--- src/rtl/systolic_skew_feeder.sv ---
// ---------------------------------------------------------------------------
// systolic_skew_feeder
//   Operand stage in front of the 2x2 systolic array. It collects a 2xK A
//   matrix (one column per beat) and a Kx2 B matrix (one row per beat) over a
//   valid/ready handshake and stores them. It then plays them out with a
//   one-cycle diagonal skew: row/column 0 on a1/b1 and row/column 1 on a2/b2,
//   one cycle later. A short run of zero operands afterwards lets the far PE
//   finish accumulating, and a done pulse marks the cycle where C is final.
//
// Ports
//   clk          rising-edge clock
//   reset        asynchronous, active-low
//   k_len        inner dimension, taken from the first accepted beat
//   in_valid     beat valid
//   in_ready     beat accepted on in_valid & in_ready (registered)
//   in_a0/in_a1  A[0][k], A[1][k]
//   in_b0/in_b1  B[k][0], B[k][1]
//   a1,a2,b1,b2  skewed operands to the array (registered)
//   feed_valid   high on every FEED cycle
//   frame_start  one-cycle pulse on the first FEED cycle
//   done         one-cycle pulse once the drain has finished
//   busy         high in FEED and DRAIN
// ---------------------------------------------------------------------------
module systolic_skew_feeder #(
  parameter int DW           = 8,
  parameter int K_MAX        = 8,
  parameter int KW           = 4,
  parameter int DRAIN_CYCLES = 2
) (
  input  logic          clk,
  input  logic          reset,
  input  logic [KW-1:0] k_len,
  input  logic          in_valid,
  output logic          in_ready,
  input  logic [DW-1:0] in_a0,
  input  logic [DW-1:0] in_a1,
  input  logic [DW-1:0] in_b0,
  input  logic [DW-1:0] in_b1,
  output logic [DW-1:0] a1,
  output logic [DW-1:0] a2,
  output logic [DW-1:0] b1,
  output logic [DW-1:0] b2,
  output logic          feed_valid,
  output logic          frame_start,
  output logic          done,
  output logic          busy
);

  // state | meaning
  // ------+----------------------------------------------------------
  // IDLE  | waiting for the first beat of a frame; in_ready high
  // LOAD  | collecting beats 1..kl-1 into the buffer; in_ready high
  // FEED  | replaying buffer with skew, kl+1 cycles, in_ready low
  // DRAIN | zero operands for DRAIN_CYCLES cycles, then done pulse

  localparam int AW = (K_MAX > 1) ? $clog2(K_MAX) : 1;
  localparam logic [KW-1:0] KMAX_V  = KW'(K_MAX);
  localparam logic [KW-1:0] DRAIN_V = KW'(DRAIN_CYCLES - 1);

  typedef enum logic [1:0] {S_IDLE, S_LOAD, S_FEED, S_DRAIN} state_t;

  state_t        r_state;
  logic [KW-1:0] r_kl;
  logic [KW-1:0] r_idx;
  logic [KW-1:0] r_t;
  logic [KW-1:0] r_dcnt;
  logic          r_in_ready;
  logic [DW-1:0] r_a1, r_a2, r_b1, r_b2;
  logic          r_feed_valid, r_frame_start, r_done, r_busy;

  logic [DW-1:0] r_buf_a0 [K_MAX];
  logic [DW-1:0] r_buf_a1 [K_MAX];
  logic [DW-1:0] r_buf_b0 [K_MAX];
  logic [DW-1:0] r_buf_b1 [K_MAX];

  logic          w_accept;
  logic [KW-1:0] w_kl_in;
  logic [AW-1:0] w_widx;
  logic [KW-1:0] w_tn;
  logic [DW-1:0] w_f0_a0, w_f0_b0;
  logic [DW-1:0] w_rd_a0, w_rd_a1, w_rd_b0, w_rd_b1;

  assign w_accept = in_valid & r_in_ready;
  assign w_kl_in  = ((k_len == '0) || (k_len > KMAX_V)) ? KMAX_V : k_len;
  assign w_widx   = (r_state == S_IDLE) ? '0 : AW'(r_idx);
  assign w_tn     = r_t + KW'(1);

  // With kl==1 the only beat is written on the same edge that enters FEED,
  // so the t=0 operands are taken straight from the inputs.
  assign w_f0_a0 = (r_state == S_IDLE) ? in_a0 : r_buf_a0[0];
  assign w_f0_b0 = (r_state == S_IDLE) ? in_b0 : r_buf_b0[0];

  // Row 0 leads with index t+1; row 1 lags by one, so it reads index t.
  assign w_rd_a0 = r_buf_a0[AW'(w_tn)];
  assign w_rd_b0 = r_buf_b0[AW'(w_tn)];
  assign w_rd_a1 = r_buf_a1[AW'(r_t)];
  assign w_rd_b1 = r_buf_b1[AW'(r_t)];

  always_ff @(posedge clk) begin
    if (w_accept) begin
      r_buf_a0[w_widx] <= in_a0;
      r_buf_a1[w_widx] <= in_a1;
      r_buf_b0[w_widx] <= in_b0;
      r_buf_b1[w_widx] <= in_b1;
    end
  end

  always_ff @(posedge clk or negedge reset) begin
    if (!reset) begin
      r_state       <= S_IDLE;
      r_kl          <= '0;
      r_idx         <= '0;
      r_t           <= '0;
      r_dcnt        <= '0;
      r_in_ready    <= 1'b0;
      r_a1          <= '0;
      r_a2          <= '0;
      r_b1          <= '0;
      r_b2          <= '0;
      r_feed_valid  <= 1'b0;
      r_frame_start <= 1'b0;
      r_done        <= 1'b0;
      r_busy        <= 1'b0;
    end else begin
      r_done        <= 1'b0;
      r_frame_start <= 1'b0;
      case (r_state)
        S_IDLE: begin
          r_in_ready <= 1'b1;
          if (w_accept) begin
            r_kl  <= w_kl_in;
            r_idx <= KW'(1);
            if (w_kl_in == KW'(1)) begin
              r_state       <= S_FEED;
              r_t           <= '0;
              r_in_ready    <= 1'b0;
              r_a1          <= w_f0_a0;
              r_b1          <= w_f0_b0;
              r_a2          <= '0;
              r_b2          <= '0;
              r_feed_valid  <= 1'b1;
              r_frame_start <= 1'b1;
              r_busy        <= 1'b1;
            end else begin
              r_state <= S_LOAD;
            end
          end
        end

        S_LOAD: begin
          if (w_accept) begin
            r_idx <= r_idx + KW'(1);
            if (r_idx == r_kl - KW'(1)) begin
              r_state       <= S_FEED;
              r_t           <= '0;
              r_in_ready    <= 1'b0;
              r_a1          <= w_f0_a0;
              r_b1          <= w_f0_b0;
              r_a2          <= '0;
              r_b2          <= '0;
              r_feed_valid  <= 1'b1;
              r_frame_start <= 1'b1;
              r_busy        <= 1'b1;
            end
          end
        end

        S_FEED: begin
          if (r_t == r_kl) begin
            r_a1         <= '0;
            r_a2         <= '0;
            r_b1         <= '0;
            r_b2         <= '0;
            r_feed_valid <= 1'b0;
            if (DRAIN_CYCLES == 0) begin
              r_state    <= S_IDLE;
              r_done     <= 1'b1;
              r_busy     <= 1'b0;
              r_in_ready <= 1'b1;
            end else begin
              r_state <= S_DRAIN;
              r_dcnt  <= DRAIN_V;
            end
          end else begin
            r_t  <= w_tn;
            r_a1 <= (w_tn < r_kl) ? w_rd_a0 : '0;
            r_b1 <= (w_tn < r_kl) ? w_rd_b0 : '0;
            r_a2 <= w_rd_a1;
            r_b2 <= w_rd_b1;
          end
        end

        S_DRAIN: begin
          if (r_dcnt == '0) begin
            r_state    <= S_IDLE;
            r_done     <= 1'b1;
            r_busy     <= 1'b0;
            r_in_ready <= 1'b1;
          end else begin
            r_dcnt <= r_dcnt - KW'(1);
          end
        end

        default: r_state <= S_IDLE;
      endcase
    end
  end

  assign in_ready    = r_in_ready;
  assign a1          = r_a1;
  assign a2          = r_a2;
  assign b1          = r_b1;
  assign b2          = r_b2;
  assign feed_valid  = r_feed_valid;
  assign frame_start = r_frame_start;
  assign done        = r_done;
  assign busy        = r_busy;

endmodule

--- config.mk ---
export PLATFORM = sky130hd
export DESIGN_NAME = systolic_skew_feeder
export DESIGN_NICKNAME = d
export VERILOG_FILES = /design/src/rtl/systolic_skew_feeder.sv
export SDC_FILE = /design/constraint.sdc
export NUM_CORES = 1
export LEC_CHECK = 0
export ABC_AREA = 1
export CAP_MARGIN = 20
export CORE_AREA = 5 5 152 154
export CTS_CLUSTER_DIAMETER = 150
export DETAILED_ROUTE_END_ITERATION = 8
export DIE_AREA = 0 0 157 159
export PLACE_DENSITY = 0.8
export SLEW_MARGIN = 20
export SYNTH_ARGS = -nofsm -noshare
export SYNTH_HDL_FRONTEND = slang
export SYNTH_SLANG_ARGS = --single-unit
--- constraint.sdc ---
create_clock -name clk -period 12.4 [get_ports clk]
set_clock_uncertainty 0.2 [all_clocks]
set_input_delay 3.72 -clock clk [delete_from_list [all_inputs] [get_ports clk]]
set_output_delay 3.72 -clock clk [all_outputs]
set_load 0.01 [all_outputs]
# Yosys cells after proc, flatten, opt, wreduce, memory -nomap -nowiden
# Memories as Yosys holds them, arrays and structs flattened.
# Index checks and enable logic that the tools add are counted.
# W data, S select, Z words.
dict set report op_classes {
  bitwise 1
  eq_ne 14
  add_sub_neg 4
  n_reduce_logical 17
  n_lt_le_gt_ge 2
  shift 0
  div_mod_pow 0
  n_mux 68
  multipliers 0
}
# cell n
set op_table {}
lappend op_table {{$mux W8} 20}
lappend op_table {{$pmux W8 S3} 4}
lappend op_table {{$mux W4} 10}
lappend op_table {{$mux W1} 19}
lappend op_table {{$reduce_and A6 Y1} 3}
lappend op_table {{$pmux W4 S2} 2}
lappend op_table {{$ne A2 B2 Y1 const B} 7}
lappend op_table {{$mux W2} 6}
lappend op_table {{$pmux W4 S3} 1}
lappend op_table {{$reduce_and A5 Y1} 2}
lappend op_table {{$pmux W1 S3} 3}
lappend op_table {{$add A4 B1 Y4 const B} 2}
lappend op_table {{$eq A4 B4 Y1} 2}
lappend op_table {{$logic_not A4 Y1} 2}
lappend op_table {{$pmux W2 S4} 1}
lappend op_table {{$sub A4 B1 Y4 const B} 2}
lappend op_table {{$reduce_and A3 Y1} 2}
lappend op_table {{$reduce_bool A3 Y1} 2}
lappend op_table {{$eq A2 B2 Y1 const B} 2}
lappend op_table {{$eq A4 B1 Y1 const B} 1}
lappend op_table {{$gt A4 B4 Y1 const B} 1}
lappend op_table {{$lt A4 B4 Y1} 1}
lappend op_table {{$reduce_and A4 Y1} 1}
lappend op_table {{$reduce_bool A2 Y1} 2}
lappend op_table {{other kinds (8)} 8}
dict set report word_totals {
  regBits 55
  latch_bits 0
  mem_bits_ro 0
  out_inout_bits 37
  inputBits 39
  memories 4
  elab_cells 124
  mem_bits_rw 256
}
# name words width rd rd_clocked_by_memory_dff wr line_no
set memory_table {}
lappend memory_table {r_buf_a0 8 8 2 0 1 71} ;# logic [DW-1:0] r_buf_a0 [K_MAX];
lappend memory_table {r_buf_a1 8 8 1 0 1 72} ;# logic [DW-1:0] r_buf_a1 [K_MAX];
lappend memory_table {r_buf_b0 8 8 2 0 1 73} ;# logic [DW-1:0] r_buf_b0 [K_MAX];
lappend memory_table {r_buf_b1 8 8 1 0 1 74} ;# logic [DW-1:0] r_buf_b1 [K_MAX];

# Logic depth before layout (Yosys ltp)
dict set report depth {
  depth_word 7
  depth_mapped 14
  ltp_nobuf 13
}

# Worst setup path after synthesis
# OpenSTA, ideal clock, no wires.
dict set report synth_timing {
  path_type {input -> register}
  startpoint {input port in_valid}
  endpoint {memory r_buf_a0[6][0] (enable)}
  required_time_ns 11.699
  slack_ns 4.526
  arrival_ns 7.173
  path_buffers 0
  cell_stages 4
  setup_time_ns 0.501
  path_cell_list {nand2_1 > inv_1 > o21ai_0 > nor4_1}
}
dict set report synth_between {
  elab_chain_cells 3
}
# item line_no
set synth_rtl {}
lappend synth_rtl {{start: declaration} 33} ;# input logic in_valid,
lappend synth_rtl {{$and A1 B1 Y1} 83} ;# assign w_accept = in_valid & r_in_ready;
lappend synth_rtl {{$mux W1} 100} ;# if (w_accept) begin
lappend synth_rtl {{$mux W1 (implied by the code)} 101} ;# r_buf_a0[w_widx] <= in_a0;
lappend synth_rtl {{end: declaration} 71}
# Every way passes these cells.

# Worst setup path after layout
dict set report layout_timing {
  startpoint {input port in_valid}
  endpoint {memory r_buf_b1[4][0] (enable)}
}
dict set report layout_between {
  elab_chain_cells 3
}
# item line_no
set layout_rtl {}
lappend layout_rtl {{$and A1 B1 Y1} 83}
lappend layout_rtl {{$mux W1} 100}
lappend layout_rtl {{$mux W1 (implied by the code)} 104} ;# r_buf_b1[w_widx] <= in_b1;
lappend layout_rtl {{end: declaration} 74}
# Every way passes these cells.

==> results by stage <==
Clock network:
- The clock-pin slew on the worst setup and hold paths is 0.06 ns.
- Gates resized during post-CTS repair numbered 0.
- Counting every sink on the clock net gives 311.
- The worst-case clock buffer depth is 3.
- The H-tree depth reported by CTS is 1.
- Counting the buffers created by CTS gives 30.
- TritonCTS built the clock tree.
- The number of setup buffers added after CTS is 0.
- The clock latency on the worst-skew pair is 0.54 ns.
- CTS placed an instance of clkbuf_16 at the clock tree root.
- Hold repair after CTS inserted 0 buffers.

Synth:
- Sorting the synthesized cells by area gives the leading types as edfxtp_1, dfrtp_1, nand2_1.
- The library cell with the largest summed area after synthesis is edfxtp_1.
- In this run the mean area of a mapped cell was 11.3 um2.
- The netlist uses 34 different library cells.
- The cell with the most instances after synthesis is nand2_1.
- Counting flops with an async set or reset pin after synthesis yields a share of 17.7%.
- By count the netlist is led by nand2_1, edfxtp_1, nand3_1.
- Counting every instance in the synthesized netlist gives 1163.
- The share of synthesized area in the top cell type comes to 58.5%.
- The proportion of synthesized chip area in sequential cells is 68.9%.
- The post-synthesis net count is 1215.
- The synthesized design contains 311 register bits.
- The Yosys step of the flow raised 0 warnings.
- The most used flip-flop cell after synthesis is edfxtp_1.
- The number of enable flip-flop cells after synthesis is 256.
- The synthesized cell area is 13100 um2.

Timing:
- The max-slew violation count was 0.
- The number of failing setup endpoints in the final timing report is 0.
- Setup total negative slack on the finished layout was measured at 0 ns.
- The worst hold margin is 0.279 ns.
- The normalized max-slew margin is 23.7%.
- Setup repair after global routing left no endpoint under its margin.
- The maximum achievable frequency is 169 MHz.
- The slew of the pin with the lowest slew margin is 1.14 ns.
- The number of hold violations in the final report is 0.
- Dividing the final minimum period by the clock period gives 47.6%.
- The minimum period implied by the final worst setup slack is 5.90 ns.

Drt:
- The number of routed nets with antenna violations is 0.
- The first routing iteration left 1078 violations.
- After detailed routing, the average wire length per cell comes to 19.0 um.
- Dividing the detail-routed via count by the number of cells gives 5.82.
- The number of search-and-repair iterations in the first detailed-routing pass is 5.
- Summed over all layers, the routed wires come to 29000 um.
- The count of vias placed by the detailed router is 8881.
- The final routed DRC violation total is 0.

Final layout:
- The net count of the finished layout is 1274.
- The fraction of layout cells with a size suffix above 1 is 6.82%.
- After routing the design area is 15100 um2.
- The repair_antennas step left the layout with diodes totalling 0.
- The area growth from synthesis to layout is 14.8%.
- The count of filler cells inserted in the layout is 1485.

GRT:
- For this run, the total global-route usage over all layers was measured as 23.0%.
- The wire length of the first global-routing pass is 46200 um.
- The total congestion overflow after global routing is 0.
- The via count of the first global-routing pass came to 8956.
- The initial antenna violation count is 0.
- Entering global routing, the biggest net connects 71 pins.

Setup path:
- The launching element type of the critical path is a primary input.
- The worst setup path is of the in -> reg kind.
- The endpoint required time on the critical path is 12.36 ns.
- The endpoint kind of the worst setup timing path is a flip-flop.
- The maximum fanout count along the critical path is 32.
- The data arrival at the endpoint of the critical path is 5.86 ns.

Floorplan:
- The area of the core region is 21600 um2.
- The vertical die dimension is 159 um.
- The die covers 25000 um2.
- The starting density of the core is 61.0%.
- The number of rows created at floorplan is 54.
- 76 I/O pins were placed.
- In this run the horizontal extent of the chip is 157 um.

Power:
- The leakage dissipation is 5.70 nW.
- The total power after layout is 3.43 mW.
- The maximum ir drop on the vdd rail is 0.117 mV.
- The power per unit of standard cell area is 228 nW/um2.

Placement:
- At the end of routability-driven placement, the weighted congestion stood at 0.805.
- Input and output buffers added on the ports amount to 75.
- Once placement finished, the instance area stood at 14100 um2.
- The HPWL reported at the end of detailed placement is 16300 um.

Worst hold path:
- The class of the worst hold path is reg -> reg.

Job:
- The tool flagged a number of max-cap violations equal to 0.

Outcome:
- The flow ran to the end, and the final reports show no timing, DRC or antenna violations.
[cell usage in the layout (no fill, tap or decap), types with 19 or more instances in the layout]
cell type	n
nor2_1	80
inv_1	28
nand3_1	114
clkdlybuf4s50_1	74
nand4_1	19
mux2i_1	32
o21ai_0	66
edfxtp_1	256
dfrtp_1	53
nand2_1	359
o22ai_1	34
clkbuf_16	31
[registers in the layout, indices dropped and copies added, names as in the netlist]
register,count
a1,8
a2,8
b1,8
b2,8
busy,1
done,1
feed_valid,1
frame_start,1
in_ready,1
r_buf_a0,64
r_buf_a1,64
r_buf_b0,64
r_buf_b1,64
r_dcnt,4
r_idx,4
r_kl,4
r_state,2
r_t,4
[per-layer routing]
metal | GRT usage, % | wire length [um] | up-vias
met1 | 32.2 | 11800 | 4340
li1 | - | - | 4161
met2 | 37.8 | 14500 | 336
met3 | 3.59 | 2180 | 44
met5 | 0 | 0 | -
met4 | 6.59 | 572 | 0
[area by class of cell]
cell class	instances	area, um2	share of cell area [%]
Clock buffer	47	876	5.80
Clock inverter	9	62.6	0.415
Inverter	38	145	0.962
Multi-Input combinational cell	753	3680	24.4
Sequential cell	311	9070	60.1
Tap cell	280	350	2.32
Timing Repair Buffer	88	903	5.99
[per-stage QoR]
stage | cells | utilization (%) | worst slack (ns)
finish | 1526 | 70.0 | 6.50
global route | 1526 | 70.0 | 6.36
CTS | 1523 | 69.6 | 6.50
detailed placement | 1467 | 65.3 | 5.94
global placement | 1467 | 65.3 | 6.03
floorplan | 1163 | - | 4.53
[worst paths after layout]
| path | slack [ns] | from | endpoint | cells after the start |
|---|---|---|---|---|
| hold reg to reg | 0.28 | a2[1] | a2[1] | 2 |
| max in group asynchronous | 8.29 | reset | r_t[0] | 2 |
| min in group asynchronous | 3.15 | reset | r_t[0] | 2 |
| hold / removal | 0.28 | a2[1] | a2[1] | 2 |
| setup / recovery | 6.50 | in_valid | r_buf_b1[4][0] | 5 |
| setup reg to reg | 7.86 | r_t[0] | b1[5] | 10 |
[logic make-up after synthesis]
family / after synthesis / share of synthesized area (%)
buf+inv: 99 / 3.51
compound gates: 113 / 4.82
mux: 32 / 2.44
fa+ha+maj: 13 / 1.24
flops: 311 / 68.9
simple gates: 589 / 18.6
xor+xnor: 6 / 0.457
[where the power goes]
part / internal (mW) / switching, mW / total [mW] / leakage [nW]
clock network: 0.502 / 0.361 / 0.862 / 0.456
registers: 1.28 / 0.109 / 1.39 / 3.02
logic: 0.408 / 0.773 / 1.18 / 2.22
[critical path, cell delays in order]
cell and delay (ns):
clkdlybuf4s50_1 0.45, nand2_1 0.11, inv_1 0.16, o21ai_0 0.40, nor2_4 1.00
No activity file was read; power rests on OpenSTA's default activity.
